===== src/rtl/ldpc_address_generator.sv =====
// Circular address counter for the LDPC memory-access path: starts at the
// circulant shift COUNT_FROM, wraps through DEPTH addresses, flags the final one.
module ldpc_address_generator #(
  parameter int DATA_WIDTH = 8,
  parameter int COUNT_FROM = 12,
  parameter int DEPTH      = 2 ** DATA_WIDTH
) (
  input  logic                  clk,
  input  logic                  reset,
  input  logic                  en,
  output logic [DATA_WIDTH-1:0] out,
  output logic                  last,
  output logic                  wrapped
);

  // Compare one bit wider than the address so DEPTH == 2**DATA_WIDTH still fits.
  localparam logic [DATA_WIDTH:0]   WRAP_AT    = (DATA_WIDTH + 1)'(DEPTH - 1);
  localparam logic [DATA_WIDTH:0]   FINAL_ADDR = (COUNT_FROM == 0) ? WRAP_AT
                                                 : (DATA_WIDTH + 1)'(COUNT_FROM - 1);
  localparam logic [DATA_WIDTH-1:0] START_ADDR = DATA_WIDTH'(COUNT_FROM);

  if (DEPTH < 2) begin : g_depth_small
    $fatal(1, "ldpc_address_generator: DEPTH=%0d must be at least 2", DEPTH);
  end
  if (longint'(DEPTH) > (longint'(1) << DATA_WIDTH)) begin : g_depth_large
    $fatal(1, "ldpc_address_generator: DEPTH=%0d exceeds 2**DATA_WIDTH", DEPTH);
  end
  if (COUNT_FROM < 0 || COUNT_FROM >= DEPTH) begin : g_start_range
    $fatal(1, "ldpc_address_generator: COUNT_FROM=%0d outside 0..DEPTH-1", COUNT_FROM);
  end

  logic [DATA_WIDTH-1:0] out_q, out_d;
  logic                  wrapped_q, wrapped_d;
  logic                  at_wrap;

  always_comb begin
    // NOTE: every always_comb output gets a default first, so no path can infer a latch.
    out_d     = out_q;
    wrapped_d = 1'b0;
    at_wrap   = ({1'b0, out_q} == WRAP_AT);
    if (en) begin
      if (at_wrap) begin
        out_d     = '0;
        wrapped_d = 1'b1;
      end else begin
        out_d     = out_q + DATA_WIDTH'(1);
      end
    end
  end

  // NOTE: sequential state uses non-blocking assignments so all flops update together.
  always_ff @(posedge clk or negedge reset) begin
    if (!reset) begin
      out_q     <= START_ADDR;
      wrapped_q <= 1'b0;
    end else begin
      out_q     <= out_d;
      wrapped_q <= wrapped_d;
    end
  end

  assign out     = out_q;
  assign wrapped = wrapped_q;
  assign last    = ({1'b0, out_q} == FINAL_ADDR);

endmodule


===== config.mk =====
export PLATFORM = sky130hd
export DESIGN_NAME = ldpc_address_generator
export DESIGN_NICKNAME = d
export VERILOG_FILES = /design/src/rtl/ldpc_address_generator.sv
export SDC_FILE = /design/constraint.sdc
export NUM_CORES = 1
export LEC_CHECK = 0
export BUFFER_PORTS_ARGS = -buffer_cell sky130_fd_sc_hd__buf_4
export CAP_MARGIN = 10
export CELL_PAD_IN_SITES_DETAIL_PLACEMENT = 0
export CELL_PAD_IN_SITES_GLOBAL_PLACEMENT = 1
export CORE_AREA = 2 2 39 41
export DETAILED_ROUTE_END_ITERATION = 10
export DIE_AREA = 0 0 41 43
export GPL_TIMING_DRIVEN = 0
export PLACE_DENSITY = 0.72
export SLEW_MARGIN = 30
export SYNTH_ARGS = -nofsm -noshare
export SYNTH_HDL_FRONTEND = slang
export SYNTH_SLANG_ARGS = --single-unit

===== constraint.sdc =====
create_clock -name clk -period 1.7 [get_ports clk]
set_clock_uncertainty 0.15 [all_clocks]
set_input_delay 0.34 -clock clk [delete_from_list [all_inputs] [get_ports clk]]
set_output_delay 0.34 -clock clk [all_outputs]
set_load 0.01 [all_outputs]

== Word level (Yosys, flattened, before mapping) ==
Cells that the tools add are included.
Word-level totals
  register bits: 9
  input port bits: 3
  output and inout port bits: 10
Cells by class
  $add $sub $neg: 1
  equal/unequal tests: 2
  mux-type cells: 3
Operator list (count)
  $add A8 B1 Y8 const B: 1
  $eq A8 B4 Y1 const B: 1
  $eq A8 B8 Y1 const B: 1
  $mux W8: 1
  $mux W1: 2

== Logic depth before layout (Yosys ltp) ==
Gate-level depths: netlist of the first run.
  depth after elaboration: 3
  mapped depth: 4
  gate-level depth less buffers: 4

== Least setup slack after synthesis of the first run ==
Ideal clock, no wire load.
  kind: register to output
  start: reg out_q[4], in the netlist out[4]
  end: out last
  arrival: 1218 ps
  data required time: 1210 ps
  path slack: -8 ps
  cell stages (with the launch flop): 3
  path buffers: 0
  path through: dfrtp_1 -> or4_1 -> nor3_1
On the way
  longest elaborated chain between the ends: 1
Ends and longest elaborated chain
  from (decl): line 32  | logic [DATA_WIDTH-1:0] out_q, out_d;
  from (signal assigned): line 57  | out_q <= out_d;
  $eq A8 B4 Y1: line 64  | assign last = ({1'b0, out_q} == FINAL_ADDR);
  to (decl): line 12  | output logic last,
No other way between the ends.

== Final worst setup path of the first run ==
Ends and elaborated chain as after synthesis.

==> results.md, run 1 <==
- Status: finished with violations
- Violations in the final reports: negative setup slack
- Count of pins on the block boundary: 13
- Die Width: 41 µm
- R2r setup slk: 70 ps
- CTS HTree Levels: 1
- Detailed-routing iteration count for the pre-antenna-repair pass: 2
- Cell types with the largest area share after synthesis: dfrtp_1 (41%), dfstp_2 (12%), xor2_1 (6.1%), nand2_1 (4.4%), nand3_1 (3.5%)
- Worst Max-Slew Pin Slew: roughly 230 ps
- Count of unique library cells instantiated by Yosys: 21
- Largest area contributor in the netlist: dfrtp_1
- Maximum ir drop on the vdd rail: 0.000655 V
- Endpoints failing setup: 1
- Share of final-layout standard cells stronger than drive strength 1: 46.7%
- Number of sinks handled by clock tree synthesis: 9
- Iter 0 DRT Violations: 5
- Cell Rows: 14
- Final worst-path cycle share: 113%
- Worst rel slew slack: between 80% and 90%
- Die outline area: ~0.0018 mm²
- Kind of start point of the critical path: register
- Drt via density: 5.05
- Number of nets at the end of the flow: between 60 and 70
- Share of synthesized area occupied by flip-flops and latches: 53.2%
- Routability-driven placement congestion ratio: around 0.66
- Routed vias: about 380
- Die height: around 43 µm
- Final design area excluding fillers: around 610 µm²
- Setup repair after global routing missed its margin: yes
- DRC Markers: 0
- Type of the tightest min-delay check: input port to register
- Count of port buffers added during placement: 12
- Number of antenna violations at the first check in global routing: 0
- Clock transition time at the flip-flop clock pins of the worst setup and hold paths: around 70 ps
- Standby leakage power: ~0.00027 µW
- Largest driver fanout on the critical path: 2
- Top-area cell type share of the netlist area: around two fifths
- Count of synthesis-stage warnings from yosys: 0
- TritonCTS buffer count: 3
- Root buffer cell: clkbuf_4
- Global routing usage summed across all routing layers: 14.4%
- Worst-Skew Late Latency: approximately 260 ps
- Antenna diodes: 0
- Max Clock Freq: about 0.52 GHz
- Register cell area after layout: about 230 µm²
- Synthesized Nets: between 40 and 50
- Fillcell total: approximately 140
- Area added between synthesis and finish: 43.3%
- Arrival time at the worst endpoint: roughly 1400 ps
- First-pass GRT wire length: between 1.5 and 2 mm
- Endpoint required time on the critical path: 1210 ps
- HPWL after detailed placement: 663 µm
- Starting density of the core: between 30 and 40%
- Total detailed-routing wirelength: 993 µm
- Post-synthesis instance area: between 400 and 500 µm²
- Final Max Tran Viols: 0
- Maximum number of pins on one net before global-route repair: 10
- Largest buffer count on any clock path: 2
- Setup TNS Final: -217 ps
- Remaining antenna violation count after routing: 0
- CTS tree: yes
- Overall overflow remaining after global route: 0
- Kind of end point of the critical path: output pin
- Post-layout worst setup margin: -217 ps
- Mean instance size in the synthesized netlist: ~11 µm²
- Final hold vios: 0
- Number of max-cap violations: 0
- Via count of the first global-routing pass: 320
- Register bit count reported by yosys: 9
- Areal power density over the cells: 1410 mW/mm²
- Routed wire per std cell: ~13 µm
- Instance area at placement: between 500 and 600 µm²
- Critical path type: register to output pin
- Mapped Cells: 40
- Final critical-path required period: between 1500 and 2000 ps
- Core Box Area: about 0.0014 mm²
- Combined area of the multi-input logic cells: 210 µm²
-- synthesized netlist by cell type --
library cell,count
o211ai_1,1
a21oi_1,1
dfrtp_1,7
xor2_1,3
nand4_2,1
or4_1,1
nor3_1,2
nor2_1,3
inv_1,1
or4b_1,1
o221ai_1,1
mux2_2,1
nand4_1,1
o21ai_0,2
xnor2_1,1
dfstp_2,2
nand3_1,3
or3_1,1
nand2_1,5
or2b_2,1
ha_1,1
-- cell families after synthesis --
family / Yosys count / synth area share (%)
AOI/OAI and AO/OA: 5 / 7.31
buffers and inverters: 1 / 0.876
xor gates and xnor gates: 4 / 8.19
muxes: 1 / 2.63
adders and majority gates: 1 / 2.92
and+or+nand+nor: 19 / 24.9
DFF: 9 / 53.2
-- area by class of cell --
type,count,share of cell area [%]
well taps,16,3.27
multi-input cells,30,34.3
flip-flops and latches,9,37.6
repair buffers,16,20.0
inverters,1,0.612
clock buffers,4,4.29
-- final timing paths --
kind | startpoint | to | cells after the start
max | out[4] | last | 3
min | en | out[0] | 2
max reg2reg | out[2] | out[7] | 3
min reg2reg | out[2] | out[2] | 1
max in group asynchronous | reset | out[2] | 2
min in group asynchronous | reset | out[7] | 2
-- per-layer routing --
layer	track usage, %	wire (µm)	up-vias
met2	16.3	431	13
li1	-	-	185
met1	20.9	484	184
met4	10.0	19	0
met5	0	0	-
met3	6.28	57	2
-- timing repair --
action | 4_1_cts | 5_1_grt
hold buffers | 1 | 0
endpoints found under the hold margin | 9 | 0
resized for setup | 2 | 2
buffers inserted | 3 | 0
setup endpoints to repair | 1 | 3
cloned | 0 | 0
-- through the flow --
stage	setup slack, ps	hold WS [ps]	cells	util, %	total power, µW
floorplan	60.2	-106	40	-	518
global placement	-6.91	21.3	68	39.2	659
detailed placement	-8.78	22.9	68	39.2	662
CTS	-245	157	76	43.7	876
global route	-315	174	76	44.3	942
finish	-217	164	76	44.3	863
-- sequential cells by signal, indices dropped and copies added, names as in the netlist --
register  count
wrapped       1
out           8
-- placed cells by master, fill, tap and decap left out, drive strengths merged --
cell	instances
or3	1
xor2	3
o221ai	1
buf	15
or4	1
ha	1
or2b	1
inv	1
mux2	1
dfstp	2
a21oi	1
o211ai	1
o21ai	2
clkbuf	4
nor2	3
dlygate4sd3	1
dfrtp	7
xnor2	1
or4b	1
nand4	2
nand2	5
nor3	2
nand3	3
-- worst max-delay path, stage by stage, from the launching register on --
cell,delay [ps]
dfrtp_2,410
or4_4,510
nor3_2,110
buf_4,140
-- power breakdown --
| part | switching, µW | leakage, µW | internal, µW | total, µW |
|---|---|---|---|---|
| registers | 82.3 | 0.000104 | 300 | 382 |
| logic | 149 | 0.000155 | 166 | 315 |
| clock network | 75.5 | 0.0000150 | 90.3 | 166 |
| total | 307 | 0.000274 | 556 | 863 |
Power figures use the tool's default switching activity.
==> inputs of run 2 (changes only) <==
Settings changed: BUFFER_PORTS_ARGS -buffer_cell sky130_fd_sc_hd__buf_4 to default, DONT_BUFFER_PORTS from default to 1, PLACE_DENSITY 0.72 to 0.62.
==> results.md, run 2 (synthesis gave the netlist of run 1 again) <==
- Status: finished with violations
- Violations in the final reports: negative setup slack
- Clock share of power: between 20% and 30%
- Final worst-path cycle share: 113%
- Worst Max-Slew Pin Slew: roughly 430 ps
- Final critical-path required period: roughly 1900 ps
- Arrival time at the worst endpoint: 1430 ps
- Starting density of the core: 30.9%
- Die Width: a little over 40 µm
- Area added between synthesis and finish: 29.2%
- Max Clock Freq: just over 0.5 GHz
- Detailed-routing iteration count for the pre-antenna-repair pass: 3
- Worst rel slew slack: a little under three quarters
- Number of max-cap violations: 0
- TritonCTS buffer count: 3
- Largest driver fanout on the critical path: 6
- Areal power density over the cells: roughly 1400 mW/mm²
- Overall overflow remaining after global route: 0
- Maximum number of pins on one net before global-route repair: 10
- Portion of total power attributed to sequential cells: between 50% and 60%
- Worst-Skew Late Latency: between 200 and 300 ps
- Kind of start point of the critical path: register
- Family with the most delay on the worst path: simple AND/OR/NAND/NOR gates
- Number of antenna violations at the first check in global routing: 0
- CTS HTree Levels: 1
- HPWL after detailed placement: ~660 µm
- Fillcell total: 142
- Critical path type: register to output pin
- Share of total power in combinational logic: a little under a fifth
- Total detailed-routing wirelength: 974 µm
- Share of final-layout standard cells stronger than drive strength 1: around two fifths
- Antenna diodes: 0
- Die height: 43 µm
- Endpoints failing setup: 1
- Endpoint required time on the critical path: about 1200 ps
- Type of the tightest min-delay check: input port to register
- DRC Markers: 0
- Routed vias: approximately 350
- Final std cells w/o fill: 64
- Combined buffer and inverter count along the critical path: 0
- Internal: about 470 µW
- Placed insts: 56
- Largest buffer count on any clock path: 2
- Remaining antenna violation count after routing: 0
- Global routing usage summed across all routing layers: a little over an eighth
- Cell with the largest stage delay on the worst path: or4_4
- CTS tree: yes
- Core Box Area: 0.00138 mm²
- Fin Hold WS: around 67 ps
- Count of pins on the block boundary: 13
- Number of nets at the end of the flow: 53
- Final Max Tran Viols: 0
- Final hold vios: 0
- Iter 0 DRT Violations: 5
- Kind of end point of the critical path: output pin
- Cell Rows: 14
- Crit-path cells: or4_4 -> nor3_4
- Clock transition time at the flip-flop clock pins of the worst setup and hold paths: approximately 70 ps
- Root buffer cell: clkbuf_4
- End-of-flow core utilization: approximately 40%
- First-pass GRT wire length: between 1.5 and 2 mm
- Proportion of total power due to net switching: around two fifths
- Tot Pwr: between 700 and 800 µW
- Routability-driven placement congestion ratio: roughly 0.66
- Die outline area: approximately 0.0018 mm²
- Via count of the first global-routing pass: roughly 350
- Commonest non-fill, non-tap cells in the layout: nand2_1 (5), dfrtp_2 (5), nor2_1 (3), xor2_1 (3), clkbuf_4 (3)
- Critical Path Max Stage Delay: approximately 560 ps
- Routed wire per std cell: about 15 µm
- Number of flip-flops under the largest register name: 8
- Drt via density: 5.48
- Power dissipated by switching net loads: slightly above 300 µW
- Post-layout worst setup margin: -225 ps
- Standby leakage power: about 0.00021 µW
- Number of sinks handled by clock tree synthesis: 9
- Setup repair after global routing missed its margin: yes
- Maximum ir drop on the vdd rail: approximately 0.00057 V
- Count of port buffers added during placement: 0
run 2: stage by stage:
step | setup TNS (ps) | instance area (µm²) | worst slack (ps)
after detailed placement | -5.74 | 453 | -5.74
final | -225 | 553 | -225
after floorplan | 0 | 433 | 60.2
after global placement | 0 | 453 | 4.42
after global routing | -274 | 553 | -274
after CTS | -242 | 502 | -238
run 2: power groups by stage:
| stage | Combinational, µW | Clock [µW] | Sequential (µW) |
|---|---|---|---|
| 6_report | 148 | 168 | 461 |
| 5_1_grt | 168 | 194 | 481 |
| 4_1_cts | 133 | 174 | 449 |
| 3_5_place_dp | 122 | 0 | 443 |
| 3_3_place_gp | 116 | 0 | 436 |
| 2_1_floorplan | 105 | 0 | 413 |
run 2: worst paths after layout:
kind,slack [ps],cells after the start,start,end
min in group asynchronous,300,1,reset,out[4]
worst max-delay path,-230,2,out[5],last
max in group asynchronous,770,1,reset,out[3]
worst max register to register,70,3,out[2],out[7]
worst min register to register,410,1,out[4],out[4]
worst min-delay path,70,2,en,out[2]
run 2: repair_timing:
| action | CTS | global route |
|---|---|---|
| hold endpoints to repair | 9 | 1 |
| endpoints found under the setup margin | 1 | 5 |
| hold buffers | 1 | 1 |
| resized for setup | 4 | 7 |
| pin swaps | 0 | 2 |
| buffers inserted | 0 | 2 |
run 2: worst register-to-register path, cell delays in order (launching register included):
cell and delay (ps):
dfstp_2 660, nand4_4 140, or4b_4 530, nand3_2 80
run 2: cell type report:
cell class	instances	area [µm²]	share of cell area, %
Timing Repair Buffer	4	35.0	6.33
Sequential cell	9	234	42.3
Clock buffer	4	26.3	4.75
Multi-Input combinational cell	30	234	42.3
Inverter	1	3.75	0.679
Tap cell	16	20.0	3.62
run 2: layer usage:
| layer | part of all wire, % | track usage (%) |
|---|---|---|
| met1 | 44 | 15.5 |
| met2 | 51 | 20.0 |
| met3 | 4.7 | 7.85 |
| met4 | 0 | 4.00 |
| met5 | 0 | 0 |
